<file path="src/rtl/vp_pkg.sv">
// Shared types, opcode constants and decode helpers for the vector execution sequencer.
package vp_pkg;

  // Sequencer FSM states
  typedef enum logic [1:0] {
    ST_IDLE  = 2'd0,
    ST_ISSUE = 2'd1,
    ST_DRAIN = 2'd2,
    ST_DONE  = 2'd3
  } seq_state_e;

  // Operation class derived from the exec field
  typedef enum logic [1:0] {
    CLS_NOP    = 2'd0,
    CLS_SCALAR = 2'd1,
    CLS_VECTOR = 2'd2
  } op_class_e;

  // ALU opcodes carried in exec[3:1]
  localparam logic [2:0] OPC_MOV_E  = 3'b000;
  localparam logic [2:0] OPC_MOV_EV = 3'b001;
  localparam logic [2:0] OPC_ADD_E  = 3'b010;
  localparam logic [2:0] OPC_SUB_E  = 3'b011;
  localparam logic [2:0] OPC_MUL_VE = 3'b100;
  localparam logic [2:0] OPC_ADD_VV = 3'b101;
  localparam logic [2:0] OPC_DIV_VE = 3'b110;
  localparam logic [2:0] OPC_NOP    = 3'b111;

  // Classify an exec field; unknown/func encodings fall back to NOP.
  function automatic op_class_e op_class(input logic [4:0] exec);
    logic unused_lsb;
    op_class_e cls;
    unused_lsb = exec[0];
    if (exec[4] == 1'b1) begin
      cls = CLS_NOP;
    end else begin
      case (exec[3:1])
        OPC_MOV_E, OPC_ADD_E, OPC_SUB_E:             cls = CLS_SCALAR;
        OPC_MOV_EV, OPC_MUL_VE, OPC_ADD_VV, OPC_DIV_VE: cls = CLS_VECTOR;
        OPC_NOP:                                      cls = CLS_NOP;
        default:                                      cls = CLS_NOP;
      endcase
    end
    return cls;
  endfunction

  // ALU opcode presented to the datapath: func instructions map to NOP.
  function automatic logic [2:0] alu_op(input logic [4:0] exec);
    logic [2:0] op;
    if (exec[4] == 1'b1) begin
      op = OPC_NOP;
    end else begin
      op = exec[3:1];
    end
    return op;
  endfunction

endpackage

</file>
<file path="src/rtl/vec_wb_pipe.sv">
// Fixed-latency write-back tracker: shifts {valid, idx} of each issued beat
// so it emerges exactly ALU_LAT cycles after issue.
module vec_wb_pipe
  import vp_pkg::*;
#(
  parameter int ALU_LAT = 2,
  parameter int IDXW    = 4
) (
  input  logic            i_clk,
  input  logic            i_rst,
  input  logic            i_valid,
  input  logic [IDXW-1:0] i_idx,
  output logic            o_valid,
  output logic [IDXW-1:0] o_idx,
  output logic            o_empty
);

  logic [ALU_LAT-1:0]           r_vld;
  logic [ALU_LAT-1:0][IDXW-1:0] r_idx;
  logic                         w_empty;

  // Shift register always advances; flushed by reset.
  always_ff @(posedge i_clk or posedge i_rst) begin
    if (i_rst) begin
      r_vld <= {ALU_LAT{1'b0}};
      r_idx <= {(ALU_LAT*IDXW){1'b0}};
    end else begin
      r_vld[0] <= i_valid;
      r_idx[0] <= i_valid ? i_idx : {IDXW{1'b0}};
      for (int i = 1; i < ALU_LAT; i++) begin
        r_vld[i] <= r_vld[i-1];
        r_idx[i] <= r_idx[i-1];
      end
    end
  end

  // Empty means nothing is queued behind the output stage, so with no new
  // input the pipe holds no valid entry after the coming edge.
  always_comb begin
    w_empty = 1'b1;
    for (int i = 0; i < ALU_LAT - 1; i++) begin
      w_empty = w_empty & ~r_vld[i];
    end
  end

  assign o_valid = r_vld[ALU_LAT-1];
  assign o_idx   = r_idx[ALU_LAT-1];
  assign o_empty = w_empty;

endmodule

</file>
<file path="src/rtl/vec_exec_sequencer.sv">
// Sequences one decoded vector instruction: accepts exec on start/ready,
// issues one beat per LANES elements, and tracks ALU write-back.
module vec_exec_sequencer
  import vp_pkg::*;
#(
  parameter int LANES   = 4,
  parameter int VLEN    = 16,
  parameter int ALU_LAT = 2,
  parameter int IDXW    = $clog2(VLEN)
) (
  input  logic            clk,
  input  logic            rst,
  input  logic            start,
  input  logic [4:0]      exec,
  input  logic            stall,
  output logic            ready,
  output logic            busy,
  output logic [2:0]      op_alu,
  output logic            is_vector,
  output logic            issue_valid,
  output logic [IDXW-1:0] issue_idx,
  output logic            wb_valid,
  output logic [IDXW-1:0] wb_idx,
  output logic            done
);

  localparam int              NBEATS   = VLEN / LANES;
  localparam logic [IDXW-1:0] LAST_VEC = IDXW'(NBEATS - 1);

  seq_state_e      r_state;
  seq_state_e      w_state_nxt;
  logic [2:0]      r_op_alu;
  logic            r_is_vector;
  logic [IDXW-1:0] r_beat;
  logic [IDXW-1:0] r_last_beat;
  logic            w_accept;
  logic            w_issue;
  logic [IDXW-1:0] w_issue_idx;
  logic            w_pipe_empty;
  op_class_e       w_cls;

  assign w_cls    = op_class(exec);
  assign w_accept = (r_state == ST_IDLE) && start;

  // FSM state register
  always_ff @(posedge clk or posedge rst) begin
    if (rst) begin
      r_state <= ST_IDLE;
    end else begin
      r_state <= w_state_nxt;
    end
  end

  // Next-state and issue decode; stall gates issue in the same cycle.
  always_comb begin
    w_state_nxt = r_state;
    w_issue     = 1'b0;
    case (r_state)
      ST_IDLE: begin
        if (start) begin
          if (w_cls == CLS_NOP) begin
            w_state_nxt = ST_DONE;
          end else begin
            w_state_nxt = ST_ISSUE;
          end
        end else begin
          w_state_nxt = ST_IDLE;
        end
      end
      ST_ISSUE: begin
        if (!stall) begin
          w_issue = 1'b1;
          if (r_beat == r_last_beat) begin
            w_state_nxt = ST_DRAIN;
          end else begin
            w_state_nxt = ST_ISSUE;
          end
        end else begin
          w_state_nxt = ST_ISSUE;
        end
      end
      ST_DRAIN: begin
        if (w_pipe_empty) begin
          w_state_nxt = ST_DONE;
        end else begin
          w_state_nxt = ST_DRAIN;
        end
      end
      ST_DONE: begin
        w_state_nxt = ST_IDLE;
      end
      default: begin
        w_state_nxt = ST_IDLE;
      end
    endcase
  end

  // Latch the instruction on acceptance and step the beat counter on issue;
  // the counter saturates at the last beat.
  always_ff @(posedge clk or posedge rst) begin
    if (rst) begin
      r_op_alu    <= OPC_NOP;
      r_is_vector <= 1'b0;
      r_beat      <= {IDXW{1'b0}};
      r_last_beat <= {IDXW{1'b0}};
    end else if (w_accept) begin
      r_op_alu    <= alu_op(exec);
      r_is_vector <= (w_cls == CLS_VECTOR);
      r_beat      <= {IDXW{1'b0}};
      r_last_beat <= (w_cls == CLS_VECTOR) ? LAST_VEC : {IDXW{1'b0}};
    end else if (w_issue && (r_beat != r_last_beat)) begin
      r_beat <= r_beat + {{(IDXW-1){1'b0}}, 1'b1};
    end
  end

  // Element index of the beat being issued; zero when nothing issues.
  always_comb begin
    if (w_issue) begin
      w_issue_idx = IDXW'(r_beat * IDXW'(LANES));
    end else begin
      w_issue_idx = {IDXW{1'b0}};
    end
  end

  vec_wb_pipe #(
    .ALU_LAT (ALU_LAT),
    .IDXW    (IDXW)
  ) u_wb_pipe (
    .i_clk   (clk),
    .i_rst   (rst),
    .i_valid (w_issue),
    .i_idx   (w_issue_idx),
    .o_valid (wb_valid),
    .o_idx   (wb_idx),
    .o_empty (w_pipe_empty)
  );

  assign ready       = (r_state == ST_IDLE);
  assign busy        = (r_state != ST_IDLE);
  assign done        = (r_state == ST_DONE);
  assign op_alu      = r_op_alu;
  assign is_vector   = r_is_vector;
  assign issue_valid = w_issue;
  assign issue_idx   = w_issue_idx;

endmodule

</file>
<file path="config.mk">
export PLATFORM = sky130hd
export DESIGN_NAME = vec_exec_sequencer
export DESIGN_NICKNAME = d
export VERILOG_FILES = /design/src/rtl/vp_pkg.sv /design/src/rtl/vec_wb_pipe.sv /design/src/rtl/vec_exec_sequencer.sv
export SDC_FILE = /design/constraint.sdc
export NUM_CORES = 1
export LEC_CHECK = 0
export CAP_MARGIN = 15
export CORE_MARGIN = 10
export CORE_UTILIZATION = 43
export DETAILED_ROUTE_END_ITERATION = 6
export PLACE_DENSITY = 0.76
export SYNTH_ARGS = -nofsm -noshare
export SYNTH_HDL_FRONTEND = slang
export SYNTH_SLANG_ARGS = --single-unit
export TNS_END_PERCENT = 30
</file>
<file path="constraint.sdc">
create_clock -name clk -period 1.6 [get_ports clk]
set_input_delay 0.32 -clock clk [delete_from_list [all_inputs] [get_ports clk]]
set_output_delay 0.32 -clock clk [all_outputs]
set_load 0.005 [all_outputs]
</file>
==> reports/qor.log, run 1 <==
INFO  synth          synth-compound-area-share=15.37%
INFO  timing         post_route_fraction_of_the_period_consumed_by_the_critical_path=106.7%
INFO  cts            tritoncts.num_buffers=3
INFO  grt            grt_max_degree=17
INFO  cts            tritoncts_num_sinks=16
INFO  worst_setup_path critPathArrivalTime=1390ps
INFO  die            dieWidth=61.96um
INFO  routing        drt_first_pass_iters=4
INFO  synth          synth_mux_area_share=2.645%
INFO  synth          synth_top_area_share=42.98%
INFO  min_path       hold_path.class=primary input to async pin
INFO  finish         n_fill_cell=144
INFO  synth          synth.largest_area_cell=sky130_fd_sc_hd__dfrtp_1
INFO  die            chipHeight=61.96um
INFO  cts            postCtsHoldBufs=0
INFO  place          dp_hpwl=1343um
INFO  routing        totalWireLength=1678um
INFO  routing        vias_per_cell=5.143
INFO  synth          synth_commonest_cells=sky130_fd_sc_hd__dfrtp_1 (13), sky130_fd_sc_hd__buf_4 (6), sky130_fd_sc_hd__nand2_1 (6), sky130_fd_sc_hd__nor2_1 (6), sky130_fd_sc_hd__o21ai_0 (5)
INFO  synth          synth_fa_ha_area_share=1.653%
INFO  synth          number_of_enable_flip_flop_cells_after_synthesis=0
INFO  timing         rsz0062_at_grt=yes
INFO  synth          synth.ff_latch_count=16
INFO  synth          synth.avg_cell_area=10.51um2
INFO  worst_setup_path critPathMaxFanout=5
INFO  die            fp-row-count=15
INFO  synth          synth.cell_area=757.0um2
INFO  die            coreArea=1689um2
INFO  die            floorplan.die_area=3838um2
INFO  finish         layout-drive-gt1-share=29.41%
INFO  grt            grt-ovfl-total=0
INFO  timing         timing.clock.skew=0.8264ps
INFO  finish         antenna_cells=0
INFO  grt            use_met1=10.58%
INFO  synth          post-synth-top-count-cell=sky130_fd_sc_hd__dfrtp_1
INFO  grt            grt-busiest-layer=met2
INFO  worst_setup_path crit_path_end_kind=output port
INFO  worst_setup_path critPathKind=flop to output port
INFO  grt            antenna_found_initial=0
INFO  run_status     failed_checks=negative setup slack
INFO  routing        initialDrtViolationCount=7
INFO  run            maxCapViolations=0
INFO  place          finalWeightedCongestion=0.7152
INFO  power          power.ir.vdd_worst=0.9916mV
INFO  timing         timing.final.hold_violations=0
INFO  die            num_io_pins=26
INFO  synth          yosys.cell_types.count=29
INFO  grt            grt_util_met3=4.065%
INFO  place          pre_cts_ws=-605.1ps
INFO  cts            cts_max_level=1
INFO  timing         hold_ws=330.5ps
INFO  finish         finish.net_count=113
INFO  timing         timing.final.ws_setup=-107.1ps
INFO  grt            wire_length_of_the_first_global_routing_pass=2801um
INFO  finish         utilization=62.74%
INFO  synth          yosys_warnings=0
INFO  routing        drt_drc_violations_left=0
INFO  cts            tritoncts=built
INFO  grt            gr-usage-met2=16.08%
INFO  synth          synth_top_family_by_area=simple AND/OR/NAND/NOR gates
INFO  synth          synth-seq-area-share=53.39%
INFO  timing         final_max_slew_viol_count=0
INFO  place          place.port_buffers=20
INFO  synth          ys.flop_type=sky130_fd_sc_hd__dfrtp_1
INFO  die            start_util=44.81%
INFO  synth          synth_async_sr_flop_share=100.0%
INFO  power          totalPowerFinal=1.688mW
INFO  timing         final.min_clock_period=1707ps
INFO  cts            number_of_buffers_on_the_longest_clock_path=2
INFO  synth          synth_xor_xnor_area_share=0%
INFO  routing        final_antenna_net_count=0
INFO  power          powerDensity=1593nW/um2
INFO  finish         area.growth.synth_to_final=40.00%
INFO  timing         max_freq=0.5858GHz
INFO  cts            cts.reportedPaths.clkPinSlew=90ps
INFO  cts            cts_root_buf=sky130_fd_sc_hd__clkbuf_4
INFO  run_status     run_status=finished, violations left
INFO  grt            grt_pass1_vias=606
INFO  grt            grtUsageTotal=10.02%
INFO  place          dpl.cell_count=114
INFO  worst_setup_path required=1280ps
INFO  finish         layoutNonFillerInstCount=119
INFO  routing        vias=612
INFO  timing         finalSetupViolCount=4
INFO  synth          ys_top_cells_by_area=sky130_fd_sc_hd__dfrtp_1 (43%), sky130_fd_sc_hd__dfstp_2 (10%), sky130_fd_sc_hd__buf_4 (6.0%)
INFO  cts            clk-insertion-delay-late=280ps
INFO  synth          synthSimpleGateAreaFrac=16.86%
INFO  power          cellLeakagePower=0.5509nW
INFO  routing        wire_per_inst=14.10um
INFO  worst_setup_path start_kind=flop
INFO  synth          syn-instance-count=72
[critical path: stages (launching register included)]
cell and delay [ps]:
sky130_fd_sc_hd__dfrtp_1 400, sky130_fd_sc_hd__or3b_4 400, sky130_fd_sc_hd__clkinv_4 70, sky130_fd_sc_hd__and2_4 140
sky130_fd_sc_hd__buf_6 90
[cell type report]
cell class | count | area, um2 | share of cell area [%]
sequential | 16 | 404.1 | 38.13
inverter | 5 | 23.77 | 2.243
timing repair buffer | 30 | 272.8 | 25.74
multi-input combinational | 47 | 301.5 | 28.45
clock buffer | 4 | 36.28 | 3.424
tap | 17 | 21.27 | 2.007
[where the power goes]
part | switching [mW] | internal (mW)
combinational | 0.353 | 0.425
clock | 0.129 | 0.138
sequential | 0.0891 | 0.554
total | 0.571 | 1.12
[per-layer routing]
| metal | routed length [um] | vias to the layer above | share of wire [%] |
|---|---|---|---|
| li1 | - | 298 | - |
| met1 | 676 | 293 | 40 |
| met2 | 827 | 19 | 49 |
| met3 | 152 | 2 | 9.1 |
| met4 | 23 | 0 | 1.4 |
| met5 | 0 | - | 0 |
[placed cells by master, fill, tap and decap left out, drive strengths merged, types with 2 or more instances in the layout]
master          n
clkdlybuf4s50   9
clkbuf          4
conb            4
a31oi           2
nor2            6
and2            4
dlygate4sd2     7
o21ai          10
nand2           7
mux2i           2
dfrtp          13
dfstp           3
buf            13
inv             4
[sequential cells by signal, summed over array words and instances, names as in the netlist]
name             flops
u_wb_pipe.r_idx      2
r_state              2
r_last_beat          1
r_beat               4
op_alu               3
u_wb_pipe.o_idx      2
u_wb_pipe.r_vld      2
[logic make-up after synthesis]
logic type | after synthesis
and+or+nand+nor | 23
AOI/OAI and AO/OA | 17
DFF | 16
buffers and inverters | 12
muxes | 2
adders and majority gates | 1
other | 1
[metrics by stage]
step | TNS [ps] | instance area, um2
after global placement | -1981 | 1008
final | -268.4 | 1060
after detailed placement | -2123 | 1008
after CTS | -296.7 | 1057
after floorplan | 0 | 768.2
after global routing | -501.6 | 1060
[path summary, 6_finish.rpt]
check	start	end	slack, ps	cells after the start
min in group clk	u_wb_pipe.r_idx[3]$_DFF_PP0_	u_wb_pipe.o_idx[3]$_DFF_PP0_	360	0
max in group asynchronous	rst	op_alu[2]$_DFFE_PP1P_	1020	3
max	r_state[1]$_DFF_PP0_	issue_idx[3]	-110	4
min reg2reg	u_wb_pipe.r_idx[3]$_DFF_PP0_	u_wb_pipe.o_idx[3]$_DFF_PP0_	360	0
min	rst	u_wb_pipe.r_vld[1]$_DFF_PP0_	330	3
max reg2reg	r_state[1]$_DFF_PP0_	r_beat[1]$_DFFE_PP0P_	100	6
[repair_timing]
item | in CTS | in global routing
buffers inserted | 1 | 0
pin swaps | 1 | 0
gates resized for setup | 24 | 1
endpoints found under the setup margin | 9 | 6
(Power assumes the default switching activity.)
==> run 2: changes to the inputs <==
- CTS_BUF_LIST: default -> sky130_fd_sc_hd__clkbuf_8 sky130_fd_sc_hd__clkbuf_16
==> run 2 against run 1 <==
- the flow still finishes with violations (negative setup slack)
- fmax rose by 2.2%
- non-clock buffer count fell by 1
- wire length rose by 2.1%
- critical path depth did not move
- sequential power barely moved
- first-iteration DRC count rose by 57%
- sequential share of layout area fell by 0.31 points
- clock power rose by 36%
- power rose by 5.6%
- register-to-register slack improved by 90 ps
- die area did not move
- count of clock-buffer cells in the layout did not move
- critical endpoint unchanged
- largest power group unchanged
==> reports/qor.log, run 2 (same netlist as run 1, synthesis figures left out) <==
INFO  worst_setup_path required=1280ps [about the same]
INFO  min_path       worst_hold_startpoint=u_wb_pipe.r_idx[3]$_DFF_PP0_
INFO  finish         layout-drive-gt1-share=28.71% [was 29.41%]
INFO  timing         max_freq=0.5987GHz [was 0.5858 GHz]
INFO  run_status     failed_checks=negative setup slack [unchanged]
INFO  cts            tritoncts=built [unchanged]
INFO  routing        drt_first_pass_iters=4 [unchanged]
INFO  routing        vias_per_cell=5.153 [was 5.143]
INFO  worst_setup_path crit-reg2reg-capture=r_beat[1]$_DFFE_PP0P_ [unchanged]
INFO  timing         rsz0062_at_grt=yes [unchanged]
INFO  cts            clk-insertion-delay-late=250ps [was 280 ps]
INFO  routing        totalWireLength=1714um [was 1678 um]
INFO  grt            grtUsageTotal=9.808% [was 10.02%]
INFO  cts            cts.reportedPaths.clkPinSlew=60ps [was 90 ps]
INFO  worst_setup_path critPathArrivalTime=1350ps [was 1390 ps]
INFO  cts            cts_root_buf=sky130_fd_sc_hd__clkbuf_8 [was sky130_fd_sc_hd__clkbuf_4]
INFO  finish         mostFrequentLayoutCells=sky130_fd_sc_hd__dfrtp_1 (13), sky130_fd_sc_hd__clkdlybuf4s50_1 (10), sky130_fd_sc_hd__buf_4 (9) [was sky130_fd_sc_hd__dfrtp_1 (13), sky130_fd_sc_hd__buf_4 (10), sky130_fd_sc_hd__clkdlybuf4s50_1 (9)]
INFO  routing        final_antenna_net_count=0 [unchanged]
INFO  timing         timing.final.ws_setup=-70.36ps [was -107.1 ps]
INFO  power          cellLeakagePower=0.5386nW [was 0.5509 nW]
INFO  run            maxCapViolations=0 [unchanged]
INFO  routing        initialDrtViolationCount=11 [was 7]
INFO  run_status     run_status=finished, violations left [unchanged]
INFO  timing         hold_ws=358.1ps [was 330.5 ps]
INFO  timing         final_max_slew_viol_count=0 [unchanged]
INFO  finish         flip_flop_count_of_the_largest_register_all_copies_and_words_added=4 [unchanged]
INFO  die            num_io_pins=26 [unchanged]
INFO  worst_setup_path rr_worst_depth=5 [was 6]
INFO  power          power.ir.vdd_worst=1.173mV [was 0.9916 mV]
INFO  power          clock_power_share=20.3% [was 15.8%]
INFO  worst_setup_path crit_path_end_kind=output port [unchanged]
INFO  place          dp_hpwl=1343um [unchanged]
INFO  grt            grt_pass1_vias=617 [was 606]
INFO  finish         registers.top_by_ff_count=r_beat [unchanged]
INFO  min_path       worstHoldEndpoint=u_wb_pipe.o_idx[3]$_DFF_PP0_
INFO  power          p_int=1.193mW [was 1.118 mW]
INFO  timing         fin_setup_tns=-148.8ps [was -268.4 ps]
INFO  finish         area.growth.synth_to_final=41.16% [was 40.00%]
INFO  place          finalWeightedCongestion=0.7152 [unchanged]
INFO  power          totalPowerFinal=1.782mW [was 1.688 mW]
INFO  routing        vias=608 [was 612]
INFO  timing         timing.final.hold_violations=0 [unchanged]
INFO  power          swShare=33.05% [was 33.81%]
INFO  power          power.switching=0.5891mW [was 0.5708 mW]
INFO  power          comb_power_share=43.5% [was 46.1%]
INFO  power          powerDensity=1668nW/um2 [was 1593 nW/um2]
INFO  timing         finalSetupViolCount=3 [was 4]
INFO  die            fp-row-count=15 [unchanged]
INFO  cts            number_of_buffers_on_the_longest_clock_path=2 [unchanged]
INFO  die            start_util=44.81% [unchanged]
INFO  grt            grt_max_degree=17 [unchanged]
INFO  min_path       hold_path.class=flop to flop [was primary input to async pin]
INFO  routing        drt_drc_violations_left=0 [unchanged]
INFO  finish         antenna_cells=0 [unchanged]
INFO  finish         mostFrequentLayoutCell=sky130_fd_sc_hd__dfrtp_1 [unchanged]
INFO  die            dieWidth=61.96um [unchanged]
INFO  worst_setup_path critPathMaxFanout=5 [unchanged]
INFO  routing        wire_per_inst=14.53um [was 14.10 um]
INFO  die            coreArea=1689um2 [unchanged]
INFO  min_path       min_path_cells=0
INFO  grt            antenna_found_initial=0 [unchanged]
INFO  worst_setup_path r2r_slack=190ps [was 100 ps]
INFO  worst_setup_path critPathKind=flop to output port [unchanged]
INFO  cts            cts_max_level=1 [unchanged]
INFO  finish         finish.net_count=112 [was 113]
INFO  die            chipHeight=61.96um [unchanged]
INFO  grt            grt-ovfl-total=0 [unchanged]
INFO  worst_setup_path start_kind=flop [unchanged]
INFO  cts            postCtsSetupRepairBufs=0 [was 1]
INFO  die            floorplan.die_area=3838um2 [unchanged]
INFO  timing         final.min_clock_period=1670ps [was 1707 ps]
INFO  power          pwr-share-seq=36.2% [was 38.1%]
INFO  timing         post_route_fraction_of_the_period_consumed_by_the_critical_path=104.4% [was 106.7%]
INFO  grt            wire_length_of_the_first_global_routing_pass=2801um [unchanged]
INFO  cts            tritoncts.num_buffers=3 [unchanged]
INFO  cts            postCtsHoldBufs=0 [unchanged]
INFO  worst_setup_path rr_startpoint=r_state[1]$_DFF_PP0_ [unchanged]
INFO  place          place.port_buffers=20 [unchanged]
INFO  timing         timing.clock.skew=1.541ps [was 0.8264 ps]
INFO  cts            tritoncts_num_sinks=16 [unchanged]
==> run 2: changes by cell type in the layout (fill, tap and decap cells not counted), sizes merged <==
cell | before | now
clkdlybuf4s50 | 9 | 10
buf | 13 | 12
dlymetal6s2s | 1 | 0
==> run 2: per-layer routing <==
metal	GRT usage [%]	routed length (um)	vias up
li1	-	-	294
met1	10.57	732	291
met2	16.23	804	20
met3	3.455	145	3
met4	5.732	31	0
met5	0	0	-
==> run 2: worst max-delay path, stage by stage (launching register included) <==
cell,delay (ps)
sky130_fd_sc_hd__dfrtp_1,390
sky130_fd_sc_hd__or3b_4,400
sky130_fd_sc_hd__clkinv_4,70
sky130_fd_sc_hd__and2_4,140
sky130_fd_sc_hd__buf_6,90
==> run 2: cell type report <==
| type | instances | area [um2] |
|---|---|---|
| multi-input combinational | 47 | 301.5 |
| clock buffer | 4 | 55.05 |
| fill | 146 | 620.6 |
| tap | 17 | 21.27 |
| sequential | 16 | 404.1 |
| inverter | 5 | 23.77 |
| timing repair buffer | 29 | 262.8 |
==> run 2: worst max path at each step <==
stage	slack, ps	depth (start not counted)	endpoint	from
2_1_floorplan	230	3	issue_idx[2]	r_state[1]$_DFF_PP0_
3_3_place_gp	-570	5	issue_idx[3]	stall
3_5_place_dp	-610	5	issue_idx[3]	stall
4_1_cts	-70	4	issue_idx[3]	r_state[1]$_DFF_PP0_
5_1_grt	-110	4	issue_idx[3]	r_state[1]$_DFF_PP0_
6_report	-70	4	issue_idx[3]	r_state[1]$_DFF_PP0_
==> run 2: power by group through the flow <==
stage	combinational (mW)	sequential, mW	clock [mW]
after floorplan	0.362	0.651	0
after global routing	0.863	0.667	0.385
after CTS	0.789	0.646	0.367
after detailed placement	0.806	0.650	0
after global placement	0.779	0.644	0
final	0.775	0.646	0.362
==> run 2: per-stage QoR <==
step	cell area, um2	utilization, %	setup WS, ps	std cells
6_report	1069	63.26	-70.36	118
3_5_place_dp	1008	59.70	-605.1	114
2_1_floorplan	768.2	-	226.1	75
5_1_grt	1069	63.26	-105.1	118
3_3_place_gp	1008	59.70	-570.4	114
4_1_cts	1069	63.26	-67.75	118
==> run 2: timing repair <==
| item | in CTS | in global routing |
|---|---|---|
| setup endpoints to repair | 9 | 3 |
| pin swaps | 1 | 0 |
| gates resized for setup | 24 | 0 |
